<file path="src/rtl/mem_arbiter.sv">
// Arbiter sharing one single-port RAM between instruction fetch and data load/store.
// Default build is fixed data priority with a fetch starvation limit; define ARB_RR_EN for round-robin.
module mem_arbiter #(
  parameter int STARVE_LIMIT = 4,
  parameter int CNT_W        = 3
) (
  input  logic        clk,
  input  logic        reset,
  // fetch port
  input  logic        i_req,
  input  logic [31:0] i_addr,
  output logic        i_gnt,
  output logic        i_rresp,
  output logic [31:0] i_rdata,
  // data port
  input  logic        d_req,
  input  logic        d_we,
  input  logic [31:0] d_addr,
  input  logic [31:0] d_wdata,
  input  logic [3:0]  d_wstrb,
  output logic        d_gnt,
  output logic        d_rresp,
  output logic [31:0] d_rdata,
  // memory port
  output logic        m_ready,
  output logic        m_we,
  output logic [31:0] m_addr,
  output logic [31:0] m_wdata,
  output logic [3:0]  m_wstrb,
  input  logic        m_rresp,
  input  logic [31:0] m_rdata,
  // status / debug
  output logic        proto_err,
  output logic [1:0]  dbg_state
);

  // Handshake: a requester holds req and its payload until the cycle its gnt is high;
  // that same cycle the op is strobed to memory (m_ready). Read data returns later with
  // m_rresp and is routed to whichever port owns the single outstanding read.

  typedef enum logic [1:0] {
    ST_IDLE = 2'd0,
    ST_RD_I = 2'd1,
    ST_RD_D = 2'd2
  } state_t;

  state_t state_q;
  state_t state_d;
  logic   eligible;
  logic   sel_i;
  logic   sel_d;

  // A new op may issue when nothing is outstanding, or in the cycle the outstanding read returns.
  assign eligible = !reset && ((state_q == ST_IDLE) || m_rresp);

`ifdef ARB_RR_EN
  logic last_i_q;

  always_comb begin : rr_pick
    sel_i = 1'b0;
    sel_d = 1'b0;
    if (eligible) begin
      if (i_req && d_req) begin
        sel_d = last_i_q;
        sel_i = !last_i_q;
      end else begin
        sel_d = d_req;
        sel_i = i_req;
      end
    end
  end

  always_ff @(posedge clk or posedge reset) begin
    if (reset) begin
      last_i_q <= 1'b1;
    end else if (sel_i || sel_d) begin
      last_i_q <= sel_i;
    end
  end
`else
  logic [CNT_W-1:0] starve_q;
  logic             force_i;

  assign force_i = i_req && (starve_q == CNT_W'(STARVE_LIMIT));

  always_comb begin : fixed_pick
    sel_d = eligible && d_req && !force_i;
    sel_i = eligible && i_req && !sel_d;
  end

  // Counts data grants that bypassed a waiting fetch; saturates at the limit.
  always_ff @(posedge clk or posedge reset) begin
    if (reset) begin
      starve_q <= '0;
    end else if (!i_req || sel_i) begin
      starve_q <= '0;
    end else if (sel_d && (starve_q != CNT_W'(STARVE_LIMIT))) begin
      starve_q <= starve_q + 1'b1;
    end
  end
`endif

  always_ff @(posedge clk or posedge reset) begin
    if (reset) begin
      state_q <= ST_IDLE;
    end else begin
      state_q <= state_d;
    end
  end

  always_comb begin : next_state
    state_d = state_q;
    if (sel_i) begin
      state_d = ST_RD_I;
    end else if (sel_d) begin
      state_d = d_we ? ST_IDLE : ST_RD_D;
    end else if (m_rresp) begin
      state_d = ST_IDLE;
    end
  end

  always_comb begin : outputs
    i_gnt   = sel_i;
    d_gnt   = sel_d;
    m_ready = sel_i || sel_d;
    m_we    = 1'b0;
    m_addr  = 32'h0;
    m_wdata = 32'h0;
    m_wstrb = 4'h0;
    if (sel_d) begin
      m_we    = d_we;
      m_addr  = d_addr;
      m_wdata = d_wdata;
      m_wstrb = d_we ? d_wstrb : 4'h0;
    end else if (sel_i) begin
      m_addr  = i_addr;
    end

    i_rresp = 1'b0;
    i_rdata = 32'h0;
    d_rresp = 1'b0;
    d_rdata = 32'h0;
    if (m_rresp) begin
      case (state_q)
        ST_RD_I: begin
          i_rresp = 1'b1;
          i_rdata = m_rdata;
        end
        ST_RD_D: begin
          d_rresp = 1'b1;
          d_rdata = m_rdata;
        end
        default: ;
      endcase
    end
  end

  // A response with no read outstanding is dropped and flagged until reset.
  always_ff @(posedge clk or posedge reset) begin
    if (reset) begin
      proto_err <= 1'b0;
    end else if (m_rresp && (state_q == ST_IDLE)) begin
      proto_err <= 1'b1;
    end
  end

  assign dbg_state = state_q;

endmodule
</file>
<file path="config.mk">
export PLATFORM = sky130hd
export DESIGN_NAME = mem_arbiter
export DESIGN_NICKNAME = d
export VERILOG_FILES = /design/src/rtl/mem_arbiter.sv
export SDC_FILE = /design/constraint.sdc
export NUM_CORES = 1
export LEC_CHECK = 0
export CAP_MARGIN = 30
export CELL_PAD_IN_SITES_DETAIL_PLACEMENT = 1
export CELL_PAD_IN_SITES_GLOBAL_PLACEMENT = 1
export CORE_ASPECT_RATIO = 1.2
export CORE_MARGIN = 2
export CORE_UTILIZATION = 11
export CTS_CLUSTER_DIAMETER = 30
export CTS_CLUSTER_SIZE = 30
export DETAILED_ROUTE_END_ITERATION = 12
export MAX_ROUTING_LAYER = met4
export PLACE_DENSITY = 0.82
export RECOVER_POWER = 50
export SYNTH_ARGS = -nofsm -noshare
export SYNTH_HDL_FRONTEND = slang
export SYNTH_SLANG_ARGS = --single-unit
</file>
<file path="constraint.sdc">
create_clock -name clk -period 1.5 [get_ports clk]
set_input_delay 0.15 -clock clk [delete_from_list [all_inputs] [get_ports clk]]
set_output_delay 0.15 -clock clk [all_outputs]
set_load 0.03 [all_outputs]
</file>
Word-level counts from Yosys, hierarchy flattened --
Index checks and enable logic that the tools add are counted.
Operators by class: add/sub/neg operators 1, equal/unequal tests 4, reductions and logical operators 18, mux-type cells 20
Operator list (number):
- 32-bit 2-to-1 mux | 7
- 1-bit logical AND | 8
- 2-bit 2-to-1 mux | 4
- 4-bit 2-to-1 mux | 2
- 3-bit 2-to-1 mux | 2
- 1-bit 2-to-1 mux | 5
- 1-bit zero test | 4
- 3-bit by 1-bit adder with 3-bit output, second input constant | 1
- 3-bit equality test, second input constant | 1
- 1-bit logical OR | 3
- 3-bit inequality test, second input constant | 1
- 3-bit nonzero test | 1
- 2-bit by 1-bit equality test with 1-bit output, second input constant | 1
- 2-bit equality test, second input constant | 1
- 2-bit zero test | 1
- 2-bit nonzero test | 1
Storage, ports and cells: output and inout port bits 141, input bits 138, register bits after elaboration 6, word-level logic and storage cells 46

Depth between registers and ports, before layout --
Gate-level depths: netlist of run 1.
word-level depth 9, depth in mapped cells 7, gate-level depth less buffers 5

Worst setup path before layout of run 1 --
No wires, ideal clock.
path type reg-to-output, start point register starve_q[0], end point output m_wdata[25], arrival 1.761 ns, setup slack -0.411 ns, data required time 1.350 ns, cell stages (with the launch flop) 8, buffers on the path 2, cells stage by stage dfrtp_1 > inv_1 > ha_1 > and3_1 > buf_2 > nor4_4 > buf_2 > and2_1
On the way: word-level cells in the longest chain between the ends 5
Ends and longest elaborated chain:
- start, declared | RTL line 81 | logic [CNT_W-1:0] starve_q;
- start signal, assigned | RTL line 98 | starve_q <= starve_q + 1'b1;
- 3-bit equality test | RTL line 84 | assign force_i = i_req && (starve_q == CNT_W'(STARVE_LIMIT));
- 1-bit logical AND | RTL line 84
- 1-bit zero test | RTL line 87 | sel_d = eligible && d_req && !force_i;
- 1-bit logical AND | RTL line 87
- via d_gnt | RTL line 21 | output logic d_gnt,
- 32-bit 2-to-1 mux | RTL line 130 | if (sel_d) begin
- end, declared | RTL line 28 | output logic [31:0] m_wdata,
The timed path passes the listed nets, and every way through them passes these cells.

Worst setup path in the final report of run 1 --
start point register starve_q[0], end point output m_wstrb[1]
On the way: word-level cells in the longest chain between the ends 5
Ends and longest elaborated chain:
- 3-bit equality test | RTL line 84
- 1-bit logical AND | RTL line 84
- 1-bit zero test | RTL line 87
- 1-bit logical AND | RTL line 87
- 4-bit 2-to-1 mux | RTL line 130
- end, declared | RTL line 29 | output logic [3:0] m_wstrb,
Every way passes these cells.

==> results of run 1 <==
area by class of cell:
| class | count | area [µm²] | share of cell area |
|---|---|---|---|
| multi-input combinational | 225 | 2090 | 0.320 |
| sequential | 6 | 151 | 0.0232 |
| clock buffer | 4 | 78.8 | 0.0121 |
| antenna | 1 | 2.50 | 0.000383 |
| timing repair buffer | 345 | 3930 | 0.601 |
| inverter | 7 | 31.3 | 0.00478 |
| tap | 204 | 255 | 0.0390 |
cells by family (layout without fill, tap and decap cells):
family / after synthesis / after routing
simple gates: 147 / 147
flops: 6 / 6
buf+inv: 38 / 356
fa+ha+maj: 2 / 2
compound gates: 76 / 76
other cells: 0 / 1
Yosys cell counts, types with 2 or more instances:
cell type | n | area [µm²]
nand2_1 | 2 | 7.51
dfrtp_1 | 6 | 150
and2_1 | 98 | 613
inv_1 | 6 | 22.5
clkbuf_2 | 2 | 10.0
nor4bb_1 | 2 | 20.0
buf_1 | 2 | 7.51
nand3_1 | 34 | 170
and3_1 | 7 | 43.8
ha_1 | 2 | 25.0
a21oi_1 | 36 | 180
nor2_1 | 2 | 7.51
buf_2 | 8 | 40.0
a31o_2 | 2 | 17.5
clkbuf_1 | 19 | 71.3
o211ai_1 | 32 | 240
power groups by stage:
stage	registers, µW	logic (µW)	clock network (µW)
detailed placement	179	1600	0
floorplan	192	770	0
CTS	177	1920	465
global route	179	2130	486
global placement	178	1560	0
finish	178	2040	462
worst max-delay path, delay by kind of cell, from the launching register on:
kind | cells | cell delay [ns]
buffers and inverters | 4 | 0.53
DFF | 1 | 0.37
adders and majority gates | 1 | 0.16
and+or+nand+nor | 3 | 0.59
final timing paths:
| path | start | end | slack (ns) | depth (start not counted) |
|---|---|---|---|---|
| worst max-delay path | starve_q[0] | m_wstrb[1] | -0.55 | 8 |
| worst min-delay path | i_req | starve_q[2] | 0.39 | 3 |
| worst max register to register | starve_q[0] | starve_q[0] | -0.20 | 8 |
| worst min register to register | proto_err | proto_err | 0.52 | 1 |
| max in group asynchronous | reset | dbg_state[0] | 0.42 | 5 |
| min in group asynchronous | reset | dbg_state[1] | 0.76 | 5 |
sequential cells by signal, summed over array words and instances, names as in the netlist:
| signal | count |
|---|---|
| proto_err | 1 |
| dbg_state | 2 |
| starve_q | 3 |
through the flow:
stage / hold WS [ns] / cell area [µm²] / utilization
2_1_floorplan: -0.0348 / 2230 / -
3_3_place_gp: 0.464 / 5210 / 0.345
3_5_place_dp: 0.492 / 5210 / 0.345
4_1_cts: 0.369 / 6230 / 0.413
5_1_grt: 0.419 / 6540 / 0.433
6_report: 0.390 / 6540 / 0.433
layer usage:
metal,vias to the layer above,part of all wire,track usage
met5,-,0,-
met1,1673,0.35,0.180
li1,1581,-,-
met2,189,0.57,0.349
met4,0,0.021,0.0349
met3,22,0.066,0.0411
timing repair:
action,in CTS,in global routing
cloned,8,9
resized for setup,201,62
setup buffers,16,10
setup endpoints to repair,144,143
pin swaps,40,55
hold buffers,0,0
==> results.tsv, run 1 <==
metric	value	unit
synthesized area	1710	µm²
Sw Share	0.397	
worst path required time	1.35	ns
run status	finished, violations left	
commonest non-fill, non-tap cell in the layout	buf_6	
Max-cap violations	0	
Relative slew margins	0.710	
Ys Warns	0	
Compound-Gate Fraction of Synth Area	0.285	
1st-iter DRT viols	67	
Total Power	2680	µW
HP Class	in -> reg	
die height	140	µm
syn_area_per_cell	6.34	µm²
clock-pin slew on the worst setup and hold paths	0.03	ns
grt total ovfl	0	
post-DR wirelength/cell	20.7	µm
vias post-DR	3465	
largest family of logic cells by synthesized area	simple AND/OR/NAND/NOR gates	
crit-path cells	inv_2, ha_4, and3_4, nor4_4, buf_6, buf_12, and3_4, buf_6	
share of power burned in registers	0.066	
number of enable flip-flop cells after synthesis	0	
FP Rows	49	
vias in the first global route	3852	
antenna violations before repair	1	
Area growth syn-to-layout	283	%
Main synth FF type	dfrtp_1	
die area	16500	µm²
post-synth cell types	25	
CTS tree	built	
Vias/cell	4.38	
unrepaired setup endpoints after global routing	yes	
Clock power frac	0.172	
Crit Path Class	reg -> out	
final WL	16.4	mm
Die Span X	118	µm
post-layout min period	2.05	ns
failing checks	negative setup slack	
simple-gate share of the synthesized area	0.521	
IO Port Bufs	278	
count of final hold-check violations	0	
Synth Area in XOR/XNOR	0	
ys async rst share	1.00	
synthesized flop and latch total	6	
Starting Density	0.113	
Worst-Margin Slew	0.435	ns
TritonCTS Sinks	6	
Layout Cells excl Fill	792	
Final Wtd Congestion	0.861	
Post-DRT Antenna Nets	0	
gr usage total	0.179	
latest clock arrival within the worst-skew pair	0.24	ns
Filler Cells Inserted	1667	
CP endpoint kind	primary output	
CP max-delay cell	dfrtp_1	
Setup-failing EPs final	142	
max incr delay on CP	0.37	ns
P_leak	0.00270	µW
Fin Setup TNS	-52.04	ns
CTS root buf	clkbuf_16	
period utilization	1.36	
1st-pass router iterations	4	
layout cell share with drive strength beyond 1	0.617	
clk buf depth	2	
drt drc	0	
synthesized net count	409	
Max Fclk	489	MHz
largest net degree at the start of global routing	33	
critical path peak fanout	5	
Worst Path Arrival	1.90	ns
Psw	1060	µW
TritonCTS Buffers	3	
first-pass GRT wire length	22.7	mm
post-synthesis mux area share	0	
count of nets after finishing	728	
area of the core	15100	µm²
Adder-Cell Fraction of Synth Area	0.0147	
CP startpoint kind	register	
Peak VDD IR	353	µV
dpl ws	-0.360	ns
fin worst setup slack	-0.546	ns
most frequent cells in the layout	buf_6, clkdlybuf4s50_1, and2_4	
Int Pwr	1620	µW
PwrDens	410	nW/µm²
Final Skew	0.00441	ns
H-tree levels	1	
logic gate share of total power	0.761	
Pins Over Slew Limit	0	
Detail Placement HPWL	10.7	mm
Post-Syn Instances	269	
register area share after synthesis	0.0880	
post-placement cell count	750	
number of I/O pins	279	
(Power assumes the default switching activity.)
==> run 2: changes to the inputs <==
==> constraint.sdc (replaced) <==
create_clock -name clk -period 1.5 [get_ports clk]
set_input_delay 0.225 -clock clk [delete_from_list [all_inputs] [get_ports clk]]
set_output_delay 0.225 -clock clk [all_outputs]
set_load 0.03 [all_outputs]
==> results.tsv, run 2 (same netlist as run 1, synthesis figures left out) <==
metric	value	unit	change
run status	finished, violations left		
failing checks	negative setup slack		
clk buf depth	2		unchanged
grt total ovfl	0		unchanged
latest clock arrival within the worst-skew pair	0.23	ns	about the same
H-tree levels	1		unchanged
CP max-delay cell	dlygate4sd3_1		
Detail Placement HPWL	10.1	mm	-5.5%
Worst-Margin Slew	0.366	ns	-0.0689 ns
CTS root buf	clkbuf_16		
most frequent cells in the layout	buf_6, clkdlybuf4s50_1, and2_4		
number of I/O pins	279		unchanged
critical path peak fanout	19		+14
IO Port Bufs	278		unchanged
number of buffers and inverters on the critical path	4		unchanged
gr usage total	0.173		-0.00574
count of final hold-check violations	0		unchanged
TritonCTS Sinks	6		unchanged
post-layout min period	2.04	ns	-0.00993 ns
die area	16500	µm²	unchanged
Hold Path Origin	proto_err		
Critical R2R Launch	starve_q[1]		
CP endpoint kind	primary output		
1st-iter DRT viols	69		+3.0%
largest net degree at the start of global routing	39		+18%
clock-pin slew on the worst setup and hold paths	0.03	ns	about the same
Hold Path End	proto_err		
vias post-DR	3390		-2.2%
Final Wtd Congestion	0.860		-0.12%
Post-DRT Antenna Nets	0		unchanged
Crit Path Class	in -> out		
Top reg by flops	starve_q		
CP delay by family, top	buffers and inverters		
worst path required time	1.27	ns	-0.08 ns
P_leak	0.00261	µW	-3.0%
Max Fclk	491	MHz	+0.49%
count of nets after finishing	720		-1.1%
fin worst setup slack	-0.536	ns	+0.00993 ns
Area growth syn-to-layout	275	%	
max incr delay on CP	0.64	ns	+0.27 ns
commonest non-fill, non-tap cell in the layout	buf_6		
Pins Over Slew Limit	0		unchanged
Total Power	2620	µW	-2.3%
Die Span X	118	µm	unchanged
worst reg-to-reg setup slack	-0.20	ns	about the same
period utilization	1.36		-0.00662
hold depth	1		-2
max reg flops	3		unchanged
first-pass GRT wire length	22.0	mm	-2.9%
TritonCTS Buffers	3		unchanged
Hold Buf Count CTS	0		unchanged
crit-path cells	dlygate4sd3_1, nor4_4, buf_6, buf_12, and3_4, buf_12		
HP Class	reg -> reg		
CP startpoint kind	input pin		
antenna violations before repair	1		unchanged
FP Rows	49		unchanged
final WL	15.2	mm	-7.3%
FF-to-FF path depth	8		unchanged
Relative slew margins	0.756		+0.0460
die height	140	µm	unchanged
unrepaired setup endpoints after global routing	yes		
vias in the first global route	3761		-2.4%
Peak VDD IR	381	µV	+8.0%
Setup-failing EPs final	142		unchanged
Fin Setup TNS	-57.39	ns	-5.36 ns
Starting Density	0.113		unchanged
Vias/cell	4.32		-1.2%
Max-cap violations	0		unchanged
Most common cell on crit path	buf_12		
CTS tree	built		
Final Skew	0.00369	ns	-0.000711 ns
PwrDens	409	nW/µm²	-0.22%
post-DR wirelength/cell	19.4	µm	-6.3%
area of the core	15100	µm²	unchanged
layout cell share with drive strength beyond 1	0.622		+0.00507
Worst Path Arrival	1.81	ns	-0.09 ns
r2r endpoint	starve_q[0]		
drt drc	0		unchanged
1st-pass router iterations	4		unchanged
-- run 2: cell count changes in the layout (fill, tap and decap cells not counted), sizes merged --
cell,before,now
dlygate4sd3,0,1
dlymetal6s2s,0,1
clkbuf,15,7
clkdlybuf4s50,137,135
-- run 2: worst max path at each step --
| stage | from | endpoint | slack, ns | cells after the start |
|---|---|---|---|---|
| after global placement | m_rresp | m_wstrb[3] | -0.45 | 6 |
| after detailed placement | m_rresp | m_wstrb[0] | -0.48 | 6 |
| final | reset | m_wstrb[1] | -0.54 | 6 |
| after global routing | starve_q[1] | m_wstrb[1] | -0.61 | 8 |
| after floorplan | starve_q[0] | m_wdata[10] | -0.28 | 7 |
| after CTS | starve_q[0] | m_addr[7] | -0.52 | 7 |
-- run 2: layout make-up --
cell class	instances	area, µm²
Antenna cell	1	2.50
Clock buffer	4	78.8
Fill cell	1667	8680
Inverter	7	31.3
Multi-Input combinational cell	225	2110
Sequential cell	6	153
Tap cell	204	255
Timing Repair Buffer	337	3770
-- run 2: worst register-to-register path, delay by kind of cell (launching register included) --
family | cells | cell delay (ns)
adder cells (fa/ha/maj) | 1 | 0.14
AO/OA/AOI/OAI | 1 | 0.24
buffers and inverters | 4 | 0.49
flip-flops | 1 | 0.38
AND/OR/NAND/NOR | 2 | 0.31
-- run 2: where the power goes --
group / switching (µW) / internal (µW)
registers: 8.53 / 172
logic: 929 / 1060
clock network: 97.2 / 353
-- run 2: stage by stage --
stage / utilization / setup slack, ns / instance area (µm²) / instances / hold WS, ns
6_report: 0.424 / -0.536 / 6400 / 784 / 0.469
4_1_cts: 0.407 / -0.517 / 6140 / 775 / 0.478
2_1_floorplan: - / -0.283 / 2270 / 269 / 0.0475
3_3_place_gp: 0.340 / -0.446 / 5130 / 749 / 0.458
5_1_grt: 0.424 / -0.611 / 6400 / 784 / 0.484
3_5_place_dp: 0.340 / -0.477 / 5130 / 749 / 0.471
-- run 2: repair_timing --
action / 4_1_cts / 5_1_grt
cloned: 8 / 4
setup buffers: 14 / 17
endpoints found under the setup margin: 145 / 145
pin swaps: 37 / 29
gates resized for setup: 196 / 97
-- run 2: per-layer routing --
metal  share of wire  GRT usage  wire length, µm  vias to the layer above
li1                -          -                -                     1561
met1            0.35      0.168             5330                     1608
met2            0.56      0.341             8490                      194
met3           0.068     0.0419             1040                       27
met4           0.023     0.0399              344                        0
met5               0          -                0                        -
==> run 3: changes to the inputs <==
REMOVE_ABC_BUFFERS = 1   (was unset)
==> results.tsv, run 3 (same netlist as run 1, synthesis figures left out) <==
metric	value	unit	change
run status	finished, violations left		
failing checks	negative setup slack		
critical path peak fanout	6		-13
Crit Path Class	reg -> out		
hold depth	3		+2
TritonCTS Sinks	6		unchanged
max reg flops	3		unchanged
r2r endpoint	starve_q[0]		
IO Port Bufs	278		unchanged
Hold Path End	dbg_state[0]		
Worst-Margin Slew	0.383	ns	+0.0170 ns
commonest non-fill, non-tap cell in the layout	clkdlybuf4s50_1		
post-placement cell count	747		-0.27%
Top reg by flops	starve_q		
Vias/cell	4.32		-0.10%
Post-DRT Antenna Nets	0		unchanged
area of the multi-input gates	1870	µm²	-11%
layout cell share with drive strength beyond 1	0.600		-0.0221
Reg area	150	µm²	-1.6%
dpl ws	-0.555	ns	-0.0779 ns
Detail Placement HPWL	10.1	mm	-0.20%
Final Skew	0.00150	ns	-0.00219 ns
CP endpoint kind	primary output		
Setup-failing EPs final	142		unchanged
Hold Slack	0.508	ns	+0.0398 ns
P_leak	0.00275	µW	+5.2%
Hold Buf Count CTS	0		unchanged
post-layout min period	2.06	ns	+0.0284 ns
FP Rows	49		unchanged
worst path required time	1.27	ns	about the same
Pins Over Slew Limit	0		unchanged
CTS tree	built		
final instance area	6400	µm²	about the same
clk buf depth	2		unchanged
vias post-DR	3421		+0.91%
post-DR wirelength/cell	20.9	µm	+7.8%
Total Power	2610	µW	-0.54%
1st-pass router iterations	4		unchanged
Area growth syn-to-layout	275	%	about the same
final WL	16.6	mm	+8.9%
most frequent cells in the layout	clkdlybuf4s50_1, buf_6, and2_4		
Peak VDD IR	339	µV	-11%
number of I/O pins	279		unchanged
vias in the first global route	3730		-0.82%
first-pass GRT wire length	23.1	mm	+5.0%
area of the core	15100	µm²	unchanged
period utilization	1.38		+0.0189
Starting Density	0.113		unchanged
H-tree levels	1		unchanged
count of nets after finishing	729		+1.3%
1st-iter DRT viols	80		+16%
max incr delay on CP	0.36	ns	-0.28 ns
Die Span X	118	µm	unchanged
TritonCTS Buffers	3		unchanged
FF-to-FF path depth	8		unchanged
fin worst setup slack	-0.565	ns	-0.0284 ns
Worst Path Arrival	1.84	ns	+0.03 ns
Filler Cells Inserted	1707		+2.4%
crit-path cells	inv_2, ha_4, and3_4, nor4_4, buf_6, buf_12, and3_4, buf_6		
Final Wtd Congestion	0.838		-2.6%
die height	140	µm	unchanged
CP max-delay cell	dfrtp_1		
worst reg-to-reg setup slack	-0.10	ns	+0.10 ns
antenna violations before repair	1		unchanged
latest clock arrival within the worst-skew pair	0.23	ns	about the same
Relative slew margins	0.745		-0.0113
Max-cap violations	0		unchanged
count of final hold-check violations	0		unchanged
gr usage total	0.182		+0.00955
largest net degree at the start of global routing	40		+2.6%
Hold Path Origin	m_rresp		
unrepaired setup endpoints after global routing	yes		
Layout Cells excl Fill	792		+1.0%
post-place instance area	4680	µm²	-8.8%
HP Class	in -> reg		
CTS root buf	clkbuf_16		
PwrDens	407	nW/µm²	-0.50%
CP startpoint kind	register		
die area	16500	µm²	unchanged
clock-pin slew on the worst setup and hold paths	0.04	ns	about the same
Critical R2R Launch	starve_q[1]		
drt drc	0		unchanged
Max Fclk	484	MHz	-1.4%
grt total ovfl	0		unchanged
run 3: cell types whose count changed in the layout (fill, tap and decap cells not counted), moves of 9 or more:
cell,delta
buf_4,+19
buf_16,+9
nand3_1,-10
a21oi_1,+21
nand3_2,+9
and2_2,-13
and2_4,+12
buf_6,-24
a21oi_4,-29
run 3: metrics by stage:
| step | TNS [ns] | util |
|---|---|---|
| global route | -70.53 | 0.424 |
| floorplan | -101.97 | - |
| detailed placement | -55.15 | 0.310 |
| CTS | -58.26 | 0.401 |
| global placement | -46.44 | 0.310 |
| finish | -61.59 | 0.424 |
run 3: worst max-delay path by stage:
stage | endpoint | from | slack [ns]
detailed placement | m_wstrb[2] | m_rresp | -0.56
finish | m_wstrb[1] | starve_q[1] | -0.56
floorplan | m_wstrb[0] | starve_q[0] | -1.31
global route | m_wstrb[1] | starve_q[0] | -0.63
global placement | m_wstrb[0] | m_rresp | -0.45
CTS | m_wdata[3] | starve_q[0] | -0.61
run 3: what timing repair did:
action                     in CTS  in global routing
gates resized for setup       248                 56
setup endpoints to repair     144                143
setup buffers                  16                 10
cloned                         14                  8
pin swaps                      83                 35
run 3: cell type report:
| class | count | share of cell area |
|---|---|---|
| tap | 204 | 0.0399 |
| multi-input combinational | 225 | 0.292 |
| sequential | 6 | 0.0235 |
| inverter | 7 | 0.00450 |
| antenna | 1 | 0.000391 |
| clock buffer | 3 | 0.0117 |
| timing repair buffer | 346 | 0.628 |
run 3: layer usage:
layer | part of all wire | global-route usage | up-vias
met3 | 0.029 | 0.0171 | 16
met4 | 0.015 | 0.0304 | 0
li1 | - | - | 1587
met1 | 0.36 | 0.197 | 1710
met2 | 0.59 | 0.362 | 108
met5 | 0 | - | -
run 3: power by group:
part | leakage, µW | total [µW] | internal [µW] | switching, µW
Combinational | 0.00264 | 1980 | 1090 | 893
Clock | 0.0000370 | 447 | 343 | 104
Sequential | 0.0000762 | 179 | 171 | 8.08
run 3: critical path, delay by kind of cell (launching register included):
family	cells	cell delay [ns]
DFF	1	0.36
and+or+nand+nor	3	0.59
adders and majority gates	1	0.15
buffers and inverters	4	0.48
